[src/rtl/clock_disp_pkg.sv]
// Shared constants for the multiplexed clock display: active-low glyphs,
// digit slot indices and the blink phase type.
package clock_disp_pkg;

    // Segment order {g,f,e,d,c,b,a}; a 0 lights the segment.
    localparam logic [6:0] SEG_0    = 7'b1000000;
    localparam logic [6:0] SEG_1    = 7'b1111001;
    localparam logic [6:0] SEG_2    = 7'b0100100;
    localparam logic [6:0] SEG_3    = 7'b0110000;
    localparam logic [6:0] SEG_4    = 7'b0011001;
    localparam logic [6:0] SEG_5    = 7'b0010010;
    localparam logic [6:0] SEG_6    = 7'b0000010;
    localparam logic [6:0] SEG_7    = 7'b1111000;
    localparam logic [6:0] SEG_8    = 7'b0000000;
    localparam logic [6:0] SEG_9    = 7'b0010000;
    localparam logic [6:0] SEG_DASH = 7'b0111111;
    localparam logic [6:0] SEG_OFF  = 7'b1111111;

    localparam logic [2:0] DIG_S0 = 3'd0;
    localparam logic [2:0] DIG_S1 = 3'd1;
    localparam logic [2:0] DIG_M0 = 3'd2;
    localparam logic [2:0] DIG_M1 = 3'd3;
    localparam logic [2:0] DIG_H0 = 3'd4;
    localparam logic [2:0] DIG_H1 = 3'd5;

    typedef enum logic {
        PH_ON  = 1'b0,
        PH_OFF = 1'b1
    } phase_t;

endpackage

[src/rtl/clock_display_scan_seg7.sv]
// BCD digit to active-low 7-segment pattern; non-decimal codes show a dash.
module bcd_to_seg7
    import clock_disp_pkg::*;
(
    input  logic [3:0] digit,
    output logic [6:0] seg
);

    always_comb begin
        seg = SEG_DASH;
        case (digit)
            4'd0:    seg = SEG_0;
            4'd1:    seg = SEG_1;
            4'd2:    seg = SEG_2;
            4'd3:    seg = SEG_3;
            4'd4:    seg = SEG_4;
            4'd5:    seg = SEG_5;
            4'd6:    seg = SEG_6;
            4'd7:    seg = SEG_7;
            4'd8:    seg = SEG_8;
            4'd9:    seg = SEG_9;
            default: seg = SEG_DASH;
        endcase
    end

endmodule

[src/rtl/clock_display_scan.sv]
// Six-digit common-anode scan driver with per-frame digit snapshot,
// per-slot blanking gap, leading-zero blanking and alarm flash.
module clock_display_scan
    import clock_disp_pkg::*;
#(
    parameter int SCAN_DIV     = 10000,
    parameter int BLANK_CYC    = 100,
    parameter int BLINK_FRAMES = 83,
    parameter int LZB          = 1
) (
    input  logic       clk,
    input  logic       reset,
    input  logic [1:0] H_in1,
    input  logic [3:0] H_in0,
    input  logic [3:0] M_in1,
    input  logic [3:0] M_in0,
    input  logic [3:0] S_in1,
    input  logic [3:0] S_in0,
    input  logic       Alarm,
    output logic [5:0] an,
    output logic [6:0] seg,
    output logic       dp
);

    localparam logic [15:0] SLOT_LAST  = 16'(SCAN_DIV - 1);
    localparam logic [15:0] BLANK_END  = 16'(BLANK_CYC);
    localparam logic [7:0]  FRAME_LAST = 8'(BLINK_FRAMES - 1);

    logic [15:0]     slot_cnt;
    logic [2:0]      idx;
    logic [7:0]      frame_cnt;
    phase_t          phase;
    logic            first_cyc;
    logic [5:0][3:0] snap;
    logic [3:0]      cur_digit;
    logic [6:0]      dec_seg;
    logic            slot_wrap;
    logic            frame_wrap;
    logic            blank_slot;
    logic            flash_off;

    assign slot_wrap  = (slot_cnt == SLOT_LAST);
    assign frame_wrap = slot_wrap && (idx == DIG_H1);

    // first_cyc sits at 1 through reset so the digits are captured on the
    // first clock after release, before any lit cycle of the first frame.
    always_ff @(posedge clk or negedge reset) begin
        if (!reset) begin
            slot_cnt  <= '0;
            idx       <= '0;
            first_cyc <= 1'b1;
            snap      <= '0;
        end else begin
            first_cyc <= 1'b0;
            slot_cnt  <= slot_wrap ? 16'd0 : slot_cnt + 16'd1;
            if (slot_wrap)
                idx <= (idx == DIG_H1) ? 3'd0 : idx + 3'd1;
            if (first_cyc || frame_wrap)
                snap <= {{2'b00, H_in1}, H_in0, M_in1, M_in0, S_in1, S_in0};
        end
    end

    // Alarm low takes priority over a coincident frame terminal count.
    always_ff @(posedge clk or negedge reset) begin
        if (!reset) begin
            frame_cnt <= '0;
            phase     <= PH_ON;
        end else if (!Alarm) begin
            frame_cnt <= '0;
            phase     <= PH_ON;
        end else if (frame_wrap) begin
            if (frame_cnt == FRAME_LAST) begin
                frame_cnt <= '0;
                phase     <= (phase == PH_ON) ? PH_OFF : PH_ON;
            end else begin
                frame_cnt <= frame_cnt + 8'd1;
            end
        end
    end

    always_comb begin
        cur_digit = snap[0];
        case (idx)
            DIG_S1:  cur_digit = snap[1];
            DIG_M0:  cur_digit = snap[2];
            DIG_M1:  cur_digit = snap[3];
            DIG_H0:  cur_digit = snap[4];
            DIG_H1:  cur_digit = snap[5];
            default: cur_digit = snap[0];
        endcase
    end

    bcd_to_seg7 u_dec (
        .digit (cur_digit),
        .seg   (dec_seg)
    );

    assign blank_slot = (slot_cnt < BLANK_END) ||
                        ((LZB != 0) && (idx == DIG_H1) && (snap[5] == 4'd0));
    // Gating with Alarm directly lets a falling Alarm relight the very next cycle.
    assign flash_off  = Alarm && (phase == PH_OFF);

    always_ff @(posedge clk or negedge reset) begin
        if (!reset) begin
            an  <= 6'b111111;
            seg <= SEG_OFF;
            dp  <= 1'b1;
        end else if (blank_slot || flash_off) begin
            an  <= 6'b111111;
            seg <= SEG_OFF;
            dp  <= 1'b1;
        end else begin
            an  <= ~(6'b000001 << idx);
            seg <= dec_seg;
            dp  <= !((idx == DIG_H0) || (idx == DIG_M0));
        end
    end

endmodule

[config.mk]
export PLATFORM = sky130hd
export DESIGN_NAME = clock_display_scan
export DESIGN_NICKNAME = d
export VERILOG_FILES = /design/src/rtl/clock_disp_pkg.sv /design/src/rtl/clock_display_scan_seg7.sv /design/src/rtl/clock_display_scan.sv
export SDC_FILE = /design/constraint.sdc
export NUM_CORES = 1
export LEC_CHECK = 0
export BUFFER_PORTS_ARGS = -buffer_cell sky130_fd_sc_hd__clkbuf_2
export CELL_PAD_IN_SITES_DETAIL_PLACEMENT = 0
export CELL_PAD_IN_SITES_GLOBAL_PLACEMENT = 1
export CORE_ASPECT_RATIO = 1.4
export CORE_MARGIN = 2
export CORE_UTILIZATION = 43
export CTS_BUF_LIST = sky130_fd_sc_hd__clkbuf_4 sky130_fd_sc_hd__clkbuf_8
export CTS_CLUSTER_DIAMETER = 40
export DETAILED_ROUTE_END_ITERATION = 6
export PLACE_DENSITY = 0.78
export SLEW_MARGIN = 20
export SYNTH_ARGS = -nofsm -noshare
export SYNTH_HDL_FRONTEND = slang
export SYNTH_SLANG_ARGS = --single-unit
[constraint.sdc]
create_clock -name clk -period 2.59 [get_ports clk]
set_input_delay 0.518 -clock clk [delete_from_list [all_inputs] [get_ports clk]]
set_output_delay 0.518 -clock clk [all_outputs]
set_load 0.01 [all_outputs]
==> out/metrics.yaml <==
cts_tree: "built"
synth.distinct_cells: 52
synthCells: 282
cp-start-kind: "flop"
routed_via_density: 5.27
drt-initial-drc-count: 114
max-slew-margin-rel_pct: 64.6
grt_overflow: 0
core-area_um2: 6980
synth.avg_cell_area_um2: 11.0
maxCapViolations: 0
post-route-period-util_pct: 89.9
drive_gt1_share_pct: 26.4
cts-resized-gates: 0
status: "finished, final reports clean"
cellLeakagePower_uw: 0.00164
yosysTopAreaCell: "dfrtp_1"
rsz0062_at_grt: "no"
nNetsFinal: 364
synth_ff_type: "dfrtp_1"
holdCritPathClass: "primary input to asynchronous set/reset pin"
final_max_slew_viol_count: 0
holdWs_ps: 134
diodes: 0
synth_warnings: 0
skew_ps: 9.87
post_cts_buffers: 0
grt_max_degree: 32
peakVddDrop_mv: 0.311
cts_buffers: 9
die_w_um: 75.7
worst_slew_pin_slew_ps: 529
synthTopCellsByArea: "dfrtp_1 (40%), dfstp_2 (13%), mux2_1 (7.3%), ha_1 (2.8%), nand2_1 (2.5%)"
synth-edff-count: 0
grt_pass1_vias: 2291
grt_antenna_before_repair: 0
grt_use_total_pct: 17.9
start_util_pct: 44.3
io_pins: 39
path_class: "flop to flop"
final_common_cell: "dfrtp_1"
cp_slowest_stage_delay_ps: 550
clk_latency_ps: 330
finalSetupViolCount: 0
io_buffers: 38
placed_area_um2: 3480
final_cell_mix: "dfrtp_1 (50), clkbuf_2 (38), nor2_1 (21), nand2_1 (21), mux2_1 (20)"
area.growth.synth_to_final_pct: 19.5
ys_async_sr_fraction_pct: 100
dieArea_um2: 7900
synth_nets: 314
globalplace.congestion: 0.824
power.density_nw_per_um2: 585
hold_buffers: 0
dpl.hpwl_mm: 4.51
fin_crit_ps: 2330
timing.setup.tns_ps: 0
critPathSlowestCell: "dfrtp_1"
critPathRequiredTime_ps: 2870
cts-root-buf: "clkbuf_8"
yosys.area.top_type_share_pct: 40.5
first_pass_iters: 4
crit_fanout: 13
mappedNetlistArea_um2: 3090
fmax_ghz: 0.430
routed_wl_mm: 6.14
grt_pass1_wl_mm: 10.7
drc_errors: 0
clk_pin_slew_ps: 70
num_rows: 36
cp_cell_sequence: "o21ai_0 > a21o_1 > a31oi_1 > buf_4 > or2_1 > o311a_1 > nand2_1"
cts_num_sinks: 65
ys_ff_latch: 65
end_kind: "flop"
finish.instance_area_um2: 3690
htree_num_levels: 3
finalHoldViolCount: 0
die_height_um: 104
clockBufferDepth: 2
post_drt_wl_per_cell_um: 14.2
arrival_ps: 2610
ant_nets: 0
ys_seq_area_share_pct: 53.2
via_count: 2276
==> cell families after synthesis <==
family | synth area share, %
and+or+nand+nor | 15.6
muxes | 8.66
other | 0.121
DFF | 53.2
xor gates and xnor gates | 4.53
AOI/OAI and AO/OA | 11.9
adders and majority gates | 2.83
buffers and inverters | 3.16
==> synth_stat cells (all sizes together) (7+ instances only) <==
library cell,count
and3,7
buf,8
dfrtp,50
dfstp,15
ha,7
inv,10
mux2,22
nand2,21
nand3,14
nor2,21
o21ai,15
xnor2,8
xor2,8
==> where the power goes <==
part,internal (µW),total (µW),switching [µW]
clock network,541,931,390
registers,1050,1080,26.9
logic,70.6,149,78.8
==> registers in the layout (all words and copies together), names as in the netlist <==
signal and flops:
dp 1, an 6, first_cyc 1, snap 22, frame_cnt 8, seg 7, phase 1, slot_cnt 16
idx 3
==> metrics by stage <==
| stage | setup WS (ps) | utilization (%) | total power, µW | cells |
|---|---|---|---|---|
| 6_report | 262 | 52.9 | 2160 | 432 |
| 3_3_place_gp | 339 | 49.8 | 1250 | 416 |
| 3_5_place_dp | 269 | 49.8 | 1250 | 416 |
| 5_1_grt | 12.0 | 52.9 | 2270 | 432 |
| 2_1_floorplan | 94.6 | - | 1170 | 282 |
| 4_1_cts | 263 | 52.9 | 2200 | 432 |
==> metal layers <==
metal  wire length (µm)  up-vias  GRT usage, %  part of all wire (%)
met5                  0        -             0                     0
met4                116        0          6.77                   1.9
met3                202        9          4.75                   3.3
met2               3260       39          29.5                    53
met1               2560     1122          21.7                    42
li1                   -     1106             -                     -
==> critical path: cells and delay by family, from the launching register on <==
| family | cells | cell delay (ps) |
|---|---|---|
| AND/OR/NAND/NOR | 2 | 320 |
| flip-flops | 1 | 550 |
| AO/OA/AOI/OAI | 4 | 1200 |
| buffers and inverters | 1 | 190 |
==> final cells by class <==
cell class | count | area [µm²]
multi-input combinational | 194 | 1350
fill | 666 | 3290
clock buffer | 9 | 124
tap | 95 | 119
inverter | 10 | 37.5
clock inverter | 7 | 95.1
sequential | 65 | 1650
timing repair buffer | 52 | 320
==> path summary, 6_finish.rpt <==
path / start / end / slack [ps] / cells past startpoint
max: idx[2] / seg[3] / 260 / 7
max reg2reg: idx[2] / seg[3] / 260 / 7
min: reset / snap[12] / 130 / 1
min reg2reg: slot_cnt[0] / slot_cnt[0] / 460 / 1
min in group clk: S_in0[2] / snap[2] / 390 / 2
max in group asynchronous: reset / an[0] / 1800 / 2
Note: power is estimated with default switching activity, not from simulation.
